`src/rtl/pc_next_unit.sv`:
```
// rtl/pc_next_unit.sv - PC register with next-PC select and return-address stack check
module pc_next_unit #(
  parameter int XLEN      = 32,
  parameter int IDX_W     = 26,
  parameter int IMM_W     = 16,
  parameter int RAS_DEPTH = 4,
  parameter logic [XLEN-1:0] RESET_VECTOR = '0
) (
  input  logic                             i_clk,
  input  logic                             i_rst,
  input  logic                             i_stall,
  input  logic [1:0]                       i_sel,
  input  logic                             i_taken,
  input  logic [IMM_W-1:0]                 i_imm,
  input  logic [IDX_W-1:0]                 i_idx,
  input  logic [XLEN-1:0]                  i_rs_val,
  input  logic                             i_link,
  input  logic                             i_ret,
  output logic [XLEN-1:0]                  o_pc,
  output logic [XLEN-1:0]                  o_pc_plus4,
  output logic [$clog2(RAS_DEPTH+1)-1:0]   o_ras_count,
  output logic                             o_ras_miss
);
  localparam int CNT_W = $clog2(RAS_DEPTH + 1);
  localparam int PTR_W = (RAS_DEPTH > 1) ? $clog2(RAS_DEPTH) : 1;
  localparam logic [PTR_W-1:0] LAST = PTR_W'(RAS_DEPTH - 1);
  localparam logic [CNT_W-1:0] FULL = CNT_W'(RAS_DEPTH);

  logic [XLEN-1:0]  r_pc;
  logic [XLEN-1:0]  r_ras [RAS_DEPTH];
  logic [PTR_W-1:0] r_top;
  logic [CNT_W-1:0] r_count;
  logic             r_miss;

  logic [XLEN-1:0]  w_pc_plus4;
  logic [XLEN-1:0]  w_imm_ext;
  logic [XLEN-1:0]  w_branch;
  logic [XLEN-1:0]  w_jump;
  logic [XLEN-1:0]  w_next_pc;
  logic             w_do_pop;
  logic             w_do_push;
  logic             w_pop_valid;
  logic             w_miss;
  logic [PTR_W-1:0] w_pop_top;
  logic [PTR_W-1:0] w_push_ptr;
  logic [PTR_W-1:0] w_new_top;
  logic [CNT_W-1:0] w_pop_count;
  logic [CNT_W-1:0] w_new_count;

  function automatic logic [PTR_W-1:0] ptr_inc(input logic [PTR_W-1:0] p);
    return (p == LAST) ? '0 : p + 1'b1;
  endfunction

  function automatic logic [PTR_W-1:0] ptr_dec(input logic [PTR_W-1:0] p);
    return (p == '0) ? LAST : p - 1'b1;
  endfunction

  assign w_pc_plus4 = r_pc + XLEN'(4);
  assign w_imm_ext  = {{(XLEN-IMM_W){i_imm[IMM_W-1]}}, i_imm};
  assign w_branch   = w_pc_plus4 + (w_imm_ext << 2);

  generate
    if (XLEN > IDX_W + 2) begin : g_upper
      assign w_jump = {w_pc_plus4[XLEN-1:IDX_W+2], i_idx, 2'b00};
    end else begin : g_no_upper
      assign w_jump = {i_idx, 2'b00};
    end
  endgenerate

  always_comb begin
    w_next_pc = w_pc_plus4;
    unique case (i_sel)
      2'b00:   w_next_pc = w_pc_plus4;
      2'b01:   w_next_pc = i_taken ? w_branch : w_pc_plus4;
      2'b10:   w_next_pc = w_jump;
      default: w_next_pc = i_rs_val;
    endcase
  end

  // Pop is resolved before push so a return-and-call reuses the freed slot.
  assign w_do_pop    = i_ret && (i_sel == 2'b11);
  assign w_do_push   = i_link && i_sel[1];
  assign w_pop_valid = w_do_pop && (r_count != '0);
  assign w_miss      = w_do_pop && ((r_count == '0) || (r_ras[r_top] != i_rs_val));
  assign w_pop_top   = w_pop_valid ? ptr_dec(r_top) : r_top;
  assign w_pop_count = w_pop_valid ? r_count - 1'b1 : r_count;
  assign w_push_ptr  = ptr_inc(w_pop_top);
  assign w_new_top   = w_do_push ? w_push_ptr : w_pop_top;
  assign w_new_count = !w_do_push ? w_pop_count :
                       (w_pop_count == FULL) ? FULL : w_pop_count + 1'b1;

  always_ff @(posedge i_clk) begin
    if (i_rst) begin
      r_pc    <= RESET_VECTOR;
      r_top   <= '0;
      r_count <= '0;
      r_miss  <= 1'b0;
    end else if (i_stall) begin
      r_miss  <= 1'b0;
    end else begin
      r_pc    <= w_next_pc;
      r_top   <= w_new_top;
      r_count <= w_new_count;
      r_miss  <= w_miss;
    end
  end

  always_ff @(posedge i_clk) begin
    if (!i_rst && !i_stall && w_do_push) begin
      r_ras[w_push_ptr] <= w_pc_plus4;
    end
  end

  assign o_pc        = r_pc;
  assign o_pc_plus4  = w_pc_plus4;
  assign o_ras_count = r_count;
  assign o_ras_miss  = r_miss;
endmodule

```
`config.mk`:
```
export PLATFORM = sky130hd
export DESIGN_NAME = pc_next_unit
export DESIGN_NICKNAME = d
export VERILOG_FILES = /design/src/rtl/pc_next_unit.sv
export SDC_FILE = /design/constraint.sdc
export NUM_CORES = 1
export LEC_CHECK = 0
export BUFFER_PORTS_ARGS = -buffer_cell sky130_fd_sc_hd__buf_2
export CELL_PAD_IN_SITES_DETAIL_PLACEMENT = 1
export CELL_PAD_IN_SITES_GLOBAL_PLACEMENT = 2
export CORE_UTILIZATION = 34
export DETAILED_ROUTE_END_ITERATION = 6
export MAX_ROUTING_LAYER = met4
export PLACE_DENSITY = 0.77
export SLEW_MARGIN = 20
export SYNTH_ARGS = -nofsm -noshare
export SYNTH_HDL_FRONTEND = slang
export SYNTH_SLANG_ARGS = --single-unit
```
`constraint.sdc`:
```
create_clock -name i_clk -period 3.9 [get_ports i_clk]
set_input_delay 0.39 -clock i_clk [delete_from_list [all_inputs] [get_ports i_clk]]
set_output_delay 0.39 -clock i_clk [all_outputs]
set_load 0.03 [all_outputs]
```
==> metrics.txt <==
Synth Area in Compound Gates=12.7%; Routed Antenna Nets=0; mux contribution to synthesized area=10.8%; asr flop ratio synth=0%; GR Overflow Total=0; Clock Latency Late Sink=0.44 ns; GPL Wtd Cong=0.941; CP max FO=6; crit path kind=flop to flop; crit path DAT=4.14 ns; clock share of power=37.3%; HP Class=primary input to flop; final std cells w/o fill=1,408; max frequency=0.266 GHz; final setup TNS=0 ns; Initial Utilization=34.9%; Slew Limit Fails=0; crit start category=flop; cts hold-fix bufs=0; Final period util=96.4%; r2r setup slk=0.14 ns; wire length per cell=23.1 um; multi-input logic area=4920 um2; clk_skew=0.0145 ns; DR iter-0 viols=522; routed vias=7,595; CP startpoint=o_pc[7]$_SDFFE_PP0N_; core area=27,100 um2; clk sinks=168; Synth Area in XOR/XNOR=7.78%; Post-Layout Inst Area=12,200 um2; Synth area leaders=edfxtp_1, dfxtp_1, mux4_2, xnor2_1, ha_1; register area=4680 um2; CTS tree=yes; vias per inst=5.39; Worst Reg-to-Reg Cells=15; Final Hold Fails=0; Most used DFF post-synth=edfxtp_1; Mapped Cells=804; fin nets=1,149; fin util=45.1%; P_sw=1.52 mW; crit path cell chain=nand4_4 -> nor4_4 -> and2_4 -> nand2_2 -> xnor2_4 -> ha_4 -> a21o_1 -> a31oi_2 -> o22ai_2 -> a2111oi_4 -> a31oi_2 -> o21a_1 -> o21a_1 -> or4b_1 -> nand3_1; first-pass GRT wire length=48.1 mm; die height=169 um; Pwr Density=396 nW/um2; Max VDD drop=249 uV; EDFF count, synth=128; FP Rows=60; Slew headroom=44.2%; min Tclk post-route=3.76 ns; Setup WS pre-CTS=0.0734 ns; R2R Path Start=o_pc[7]$_SDFFE_PP0N_; Tot GR Track Use=23.8%; cell chosen for the clock root=clkbuf_16; Tot Pwr=4.84 mW; Worst setup EP type=flop; share of layout cells above drive strength 1=35.8%; capture point of the critical path=o_pc[29]$_SDFFE_PP0N_; drt total wl=32.6 mm; Ys Warns=0; CP required=4.28 ns; # H-tree levels=4; worst hold margin=0.237 ns; die width=169 um; largest net degree at the start of global routing=36; Synth Register Bits=168; count leader, synth=edfxtp_1; final setup vio count=0; maximum clock insertion buffer count=2; unrepaired setup endpoints after global routing=yes; Net Sw Frac=31.4%; Worst-Margin Slew=0.835 ns; I/O Pins=150; hpwl dp=24.6 mm; vias in the first global route=7,877; Seq/Total Area, Yosys=49.1%; layout filler cell count=2,940; Syn Std Cell Area=9460 um2; leak pwr=4.89 nW; Layout area overhead=29.1%; Placed Cells=1,365; Post-DP Area=11,400 um2; number of remaining DRC errors=0; Cell Int Power=3.32 mW; number of antenna violations at the first check in global routing=2; post-synth cell types=66; sequential power share=41.7%; clock buffer count from CTS=17; post-synth top area share=40.6%; Crit path largest cell delay=0.50 ns; die area=28,500 um2; most instantiated cells after synthesis=edfxtp_1, xnor2_1, a21oi_1; Post-Synth Simple-Gate Area=11.0%; largest area contributor in the netlist=edfxtp_1; worst flop-to-flop path endpoint=o_pc[29]$_SDFFE_PP0N_; final worst setup slack=0.140 ns; Port Buffers=149; Syn Nets=932; DRT Pass-1 Iters=5; Avg Inst Size Synth=11.8 um2; Comb power frac=21.0%; largest family of logic cells by synthesized area=compound AO/OA/AOI/OAI gates; post-synthesis adder-cell area fraction=6.16%; maxcap violations=0; Slowest-stage cell, CP=or4b_1; Clk pin slew, worst setup/hold paths=0.08 ns; outcome=finished, final reports clean
power by group through the flow:
| stage | clock network, mW | logic (mW) | registers [mW] |
|---|---|---|---|
| 6_report | 1.80 | 1.02 | 2.02 |
| 5_1_grt | 1.90 | 1.09 | 2.02 |
| 4_1_cts | 1.84 | 0.992 | 2.02 |
| 3_5_place_dp | 0 | 0.984 | 2.06 |
| 3_3_place_gp | 0 | 0.974 | 2.05 |
| 2_1_floorplan | 0 | 0.556 | 2.10 |
repair_timing:
item,CTS,global route
pin swaps,2,14
setup endpoints to repair,1,8
gates resized for setup,1,23
buffers inserted,0,9
sequential cells by signal (all words and copies together), names as in the netlist, named ones only:
signal	count
o_pc	32
o_ras_count	3
o_ras_miss	1
r_ras	128
r_top	2
worst max-delay path, delay by kind of cell (launching register included):
family | cells | cell delay, ns
flops | 1 | 0.39
simple gates | 6 | 1.41
compound gates | 7 | 1.47
fa+ha+maj | 1 | 0.24
xor+xnor | 1 | 0.17
final cells by class:
class,instances,share of cell area [%]
flip-flops and latches,168,38.3
multi-input cells,577,40.3
well taps,372,3.81
clock buffers,17,3.48
inverters,25,0.779
repair buffers,232,11.4
diodes,2,0.0410
clock inverters,15,1.82
logic make-up (layout without fill, tap and decap cells):
kind of cell / count (synthesis) / after routing
buf+inv: 59 / 289
compound gates: 180 / 180
flops: 168 / 168
simple gates: 206 / 206
fa+ha+maj: 46 / 46
other cells: 0 / 2
mux: 61 / 61
xor+xnor: 84 / 84
worst min-delay path by stage:
stage | slack, ns | end | cells past startpoint | start
floorplan | 0.47 | flop | 2 | r_top[1]$_SDFFE_PP0N_
global placement | 0.48 | o_pc[10]$_SDFFE_PP0N_ | 1 | o_pc[10]$_SDFFE_PP0N_
detailed placement | 0.49 | o_pc[10]$_SDFFE_PP0N_ | 1 | o_pc[10]$_SDFFE_PP0N_
CTS | 0.22 | o_pc[1]$_SDFFE_PP0P_ | 3 | i_rs_val[1]
global route | 0.23 | o_pc[1]$_SDFFE_PP0P_ | 3 | i_rs_val[1]
finish | 0.24 | o_pc[1]$_SDFFE_PP0P_ | 3 | i_rs_val[1]
routing by layer:
layer	GRT usage, %	wire length (um)	up-vias
li1	-	-	3493
met1	31.1	14700	3844
met2	38.0	15700	225
met3	3.65	1480	33
met4	7.55	649	0
met5	-	0	-
cells in the final DEF (no fill, tap or decap), types with 7 or more instances in the layout:
master / instances
clkbuf_16: 17
clkinv_8: 8
xnor2_1: 62
o21ai_0: 33
xor2_1: 10
nor2_1: 51
edfxtp_1: 128
dfxtp_4: 7
nor3_1: 10
dfxtp_1: 24
a21oi_1: 56
a21o_1: 17
mux4_2: 32
nor2b_1: 7
ha_1: 40
buf_2: 149
mux2i_1: 21
buf_4: 81
nand2_1: 52
nand3_1: 20
o21a_1: 8
a211oi_1: 8
a222oi_1: 7
and2_1: 8
mux2_2: 8
and3_1: 11
inv_1: 24
dfxtp_2: 9
nand4_1: 12
No activity file was read; power rests on OpenSTA's default activity.
